`config.mk`:
```
export PLATFORM = sky130hd
export DESIGN_NAME = fp16_add_issue
export DESIGN_NICKNAME = d
export VERILOG_FILES = /design/src/rtl/fp16_add_issue.sv
export SDC_FILE = /design/constraint.sdc
export NUM_CORES = 1
export LEC_CHECK = 0
export BUFFER_PORTS_ARGS = -buffer_cell sky130_fd_sc_hd__buf_2
export CORE_ASPECT_RATIO = 1.4
export CORE_MARGIN = 4
export CORE_UTILIZATION = 55
export CTS_BUF_LIST = sky130_fd_sc_hd__clkbuf_16
export DETAILED_ROUTE_END_ITERATION = 8
export PLACE_DENSITY = 0.86
export SLEW_MARGIN = 40
export SYNTH_ARGS = -nofsm -noshare
export SYNTH_HDL_FRONTEND = slang
export SYNTH_SLANG_ARGS = --single-unit
export TNS_END_PERCENT = 20
```
`constraint.sdc`:
```
create_clock -name clk_59 -period 7.1 [get_ports clk_59]
set_input_delay 1.42 -clock clk_59 [delete_from_list [all_inputs] [get_ports clk_59]]
set_output_delay 1.42 -clock clk_59 [all_outputs]
set_load 0.02 [all_outputs]
```
`src/rtl/fp16_add_issue.sv`:
```
// Operand-issue / result-collection wrapper around the fixed-latency FP16 adder.
// Credit-based issue guarantees every accepted pair already owns an output FIFO slot.
module fp16_add_issue #(
   parameter int unsigned ADD_LATENCY = 4,
   parameter int unsigned OUT_DEPTH   = 8
) (
   input  logic        clk_59,
   input  logic        rst_59,
   input  logic        in_valid,
   output logic        in_ready,
   input  logic [15:0] in_a,
   input  logic [15:0] in_b,
   output logic [15:0] add_a,
   output logic [15:0] add_b,
   input  logic [15:0] add_c,
   output logic        out_valid,
   input  logic        out_ready,
   output logic [15:0] out_sum,
   output logic        busy
);
   localparam int unsigned DW = 16;
   localparam int unsigned CW = $clog2(OUT_DEPTH + 1);
   localparam int unsigned SW = CW + 1;
   localparam int unsigned PW = $clog2(OUT_DEPTH);

   logic [DW-1:0]        add_a_q, add_a_d;
   logic [DW-1:0]        add_b_q, add_b_d;
   logic [ADD_LATENCY:0] tag_q, tag_d;
   logic [ADD_LATENCY:0] zflag_q, zflag_d;
   logic [CW-1:0]        inflight_q, inflight_d;
   logic [CW-1:0]        count_q, count_d;
   logic [PW-1:0]        wr_ptr_q, wr_ptr_d;
   logic [PW-1:0]        rd_ptr_q, rd_ptr_d;
   logic [DW-1:0]        mem_q [OUT_DEPTH];

   logic          accept;
   logic          capture;
   logic          pop;
   logic [DW-1:0] wr_data;
   logic [SW-1:0] credits_used;

   // Credits are derived from registered counters only.
   assign credits_used = SW'(inflight_q) + SW'(count_q);
   assign in_ready     = !rst_59 && (credits_used < SW'(OUT_DEPTH));
   assign out_valid    = (count_q != '0);
   assign out_sum      = out_valid ? mem_q[rd_ptr_q] : '0;
   assign busy         = (inflight_q != '0) || out_valid;
   assign add_a        = add_a_q;
   assign add_b        = add_b_q;

   assign accept  = in_valid && in_ready;
   assign capture = tag_q[ADD_LATENCY];
   assign pop     = out_valid && out_ready;

   always_comb begin
      add_a_d    = add_a_q;
      add_b_d    = add_b_q;
      tag_d      = {tag_q[ADD_LATENCY-1:0], accept};
      zflag_d    = {zflag_q[ADD_LATENCY-1:0], (in_a == 16'h0000) && (in_b == 16'h0000)};
      inflight_d = inflight_q + CW'(accept) - CW'(capture);
      count_d    = count_q + CW'(capture) - CW'(pop);
      wr_ptr_d   = wr_ptr_q + PW'(capture);
      rd_ptr_d   = rd_ptr_q + PW'(pop);
      // The adder's own zero detect sees its current inputs, so force zero from the aligned flag.
      wr_data    = zflag_q[ADD_LATENCY] ? '0 : add_c;
      if (accept) begin
         add_a_d = in_a;
         add_b_d = in_b;
      end
   end

   always_ff @(posedge clk_59) begin
      if (rst_59) begin
         add_a_q    <= '0;
         add_b_q    <= '0;
         tag_q      <= '0;
         zflag_q    <= '0;
         inflight_q <= '0;
         count_q    <= '0;
         wr_ptr_q   <= '0;
         rd_ptr_q   <= '0;
      end else begin
         add_a_q    <= add_a_d;
         add_b_q    <= add_b_d;
         tag_q      <= tag_d;
         zflag_q    <= zflag_d;
         inflight_q <= inflight_d;
         count_q    <= count_d;
         wr_ptr_q   <= wr_ptr_d;
         rd_ptr_q   <= rd_ptr_d;
      end
   end

   // Result storage; contents are only observable through out_sum when out_valid.
   always_ff @(posedge clk_59) begin
      if (!rst_59 && capture) begin
         mem_q[wr_ptr_q] <= wr_data;
      end
   end

   always_ff @(posedge clk_59) begin
      if (!rst_59) begin
         assert (!(capture && (count_q == CW'(OUT_DEPTH))));
      end
   end
endmodule

```
==> results_dict.tcl <==
set metrics [dict create \
    io_pins 103 \
    die_x_um 106.6 \
    met2_length_um 7929 \
    crit_type "in -> reg" \
    synth-edff-count 128 \
    port_buffers 102 \
    power_per_cell_area_mw_per_mm2 347.5 \
    crit_buf_inv 3 \
    grt_pass1_wl_um 22860 \
    setup_viol 0 \
    first_pass_iters 4 \
    fp.dieH_um 146.0 \
    ant_nets 0 \
    grt_start_max_net_pins 64 \
    clkTransAtPathRegs_ns 0.07 \
    synth_top_cell_area_share_pct 51.36 \
    critPathTopFamily "simple AND/OR/NAND/NOR gates" \
    highest_layer "met4" \
    cts_resized 0 \
    synth_top_cell_by_area "edfxtp_1" \
    drive_above_1_share_pct 39.86 \
    htree_levels 4 \
    finalCritPeriodShare_pct 57.87 \
    dp_slack_ns 2.545 \
    ys_ff_latch 184 \
    cp.arrival_ns 4.42 \
    hold_buffers 0 \
    worst_path_most_repeated_cell "ha_1" \
    start_util_pct 55.90 \
    wl_um 14390 \
    vias_per_cell 5.433 \
    ctsRootBufferMaster "clkbuf_16" \
    synthToLayoutAreaGrowth_pct 18.44 \
    worst_setup_path_start_kind "input port" \
    grt_setup_unrepaired "false" \
    endpoint_kind "register" \
    num_vias 4015 \
    async_flop_share_pct 0 \
    hold_path_class "reg -> reg" \
    clk_path_buf_depth 2 \
    grt-ovfl-total 0 \
    grt_pass1_vias 4470 \
    fin_crit_ns 4.109 \
    maxCapViolCount 0 \
    yosysWarningCount 0 \
    synth.yosys.seq_area_share_pct 66.34 \
    peakVddDrop_mv 0.2260 \
    synth_area_leaders "edfxtp_1, dfxtp_1, mux4_2, mux2_4, nor2b_1" \
    wl_met3_um 720 \
    wl_met1_um 5610 \
    required_ns 7.41 \
    synthFlopType "edfxtp_1" \
    syn-num-nets 508 \
    row_count 50 \
    slowest_stage "or4b_4" \
    grtUsageTotal_pct 19.17 \
    holdWs_ns 0.4401 \
    hold_viol 0 \
    place_hpwl_um 9375 \
    post-cts-setup-buffers 0 \
    path_max_fanout 63 \
    n_antenna_cell 0 \
    dieArea_mm2 0.01556 \
    crit_path_max_incr_delay_ns 0.79 \
    tightest_slew_ns 0.8693 \
    antenna_found_initial 0 \
    status "completed" \
    yosysUniqueCellTypes 35 \
    report.power.total_mw 3.080 \
    fin_skew_ns 0.01215 \
    timing.setup.tns_ns 0 \
    final_cell_area_mm2 0.008864 \
    leakage_nw 3.401 \
    crit_chain "buf_2 > buf_4 > or4_4 > or4b_4 > ha_1 > inv_1 > ha_1 > a21o_1 > a21oi_1 > mux2_2" \
    placed_cell_area_mm2 0.008238 \
    syn_inst 437 \
    fmax_mhz 243.4 \
    syn_area_mm2 0.007483 \
    cts_tree "built" \
    syn_avg_cell_area_um2 17.12 \
    final-max-slew-violation-count 0 \
    wl_per_cell_um 19.47 \
    clk_latency_ns 0.42 \
    setup_ws_ns 2.991 \
    core_area_mm2 0.01339 \
    place_congestion 0.7263 \
    ys_top_cells_by_count "edfxtp_1, nor2b_1, dfxtp_1, mux4_2, mux2_4" \
    drc_errors 0 \
    first_iter_violations 169 \
    clock-sinks 184 \
    numCtsBuffers 17 \
    layout.nets 615 \
    synth_most_common_cell "edfxtp_1" \
    relSlewSlack_pct 41.92 \
]
-- area by class of cell --
type,instances,area (um2)
sequential,184,4970
clock inverter,15,197.7
fill,965,4524
tap,182,227.7
timing repair buffer,110,593.1
clock buffer,17,425.4
inverter,14,52.55
multi-input combinational,217,2397
-- state kept, by name, summed over array words and instances (netlist names) --
signal,flops
add_b,16
inflight_q,4
add_a,16
zflag_q,5
rd_ptr_q,3
mem_q,128
tag_q,5
count_q,4
wr_ptr_q,3
-- path summary, 6_finish.rpt --
kind | from | to | slack [ns] | cells after the start
setup / recovery | rst_59 | inflight_q[3]$_SDFF_PP0_ | 2.99 | 10
hold / removal | tag_q[1]$_SDFF_PP0_ | tag_q[2]$_SDFF_PP0_ | 0.44 | 1
setup reg to reg | inflight_q[3]$_SDFF_PP0_ | inflight_q[3]$_SDFF_PP0_ | 3.75 | 9
hold reg to reg | tag_q[1]$_SDFF_PP0_ | tag_q[2]$_SDFF_PP0_ | 0.44 | 1
-- per-layer routing --
layer,global-route usage [%],vias to the layer above
met1,23.65,2012
met2,34.17,124
met3,3.804,11
met5,0,-
li1,-,1868
met4,5.374,0
-- report_power, final --
part	switching [mW]	total (mW)	internal (mW)	leakage [nW]
Combinational	0.437	0.842	0.405	1.49
Clock	0.429	0.969	0.541	0.303
Sequential	0.0552	1.27	1.21	1.61
-- worst reg2reg max path: cells and delay by family (launching register included) --
| kind | cells | cell delay [ns] |
|---|---|---|
| AND/OR/NAND/NOR | 2 | 1.32 |
| adder cells (fa/ha/maj) | 3 | 0.89 |
| multiplexers | 1 | 0.34 |
| flip-flops | 1 | 0.33 |
| AO/OA/AOI/OAI | 2 | 0.32 |
| buffers and inverters | 1 | 0.04 |
-- cell families after synthesis --
| logic type | after synthesis | share of synthesized area (%) |
|---|---|---|
| simple gates | 108 | 8.745 |
| xor+xnor | 4 | 0.4682 |
| mux | 66 | 16.15 |
| flops | 184 | 66.34 |
| compound gates | 20 | 2.207 |
| fa+ha+maj | 19 | 3.377 |
| buf+inv | 36 | 2.709 |
-- per-stage QoR --
step / utilization (%) / cells
floorplan: - / 437
global placement: 60.99 / 703
detailed placement: 61.53 / 707
CTS: 66.19 / 739
global route: 66.21 / 739
finish: 66.21 / 739
-- cell usage in the layout, fill, tap and decap left out, types with 4 or more instances in the layout --
master and count:
ha_1 17, inv_1 14, nor3_4 4, dfxtp_1 54, edfxtp_1 128, nor2_1 10, inv_6 5, nor4_1 7
nor2b_1 63, a22o_1 16, buf_2 102, mux4_2 32, mux2_4 28, clkbuf_16 17, inv_8 4, mux2_2 6
buf_4 4
Power figures use the tool's default switching activity.
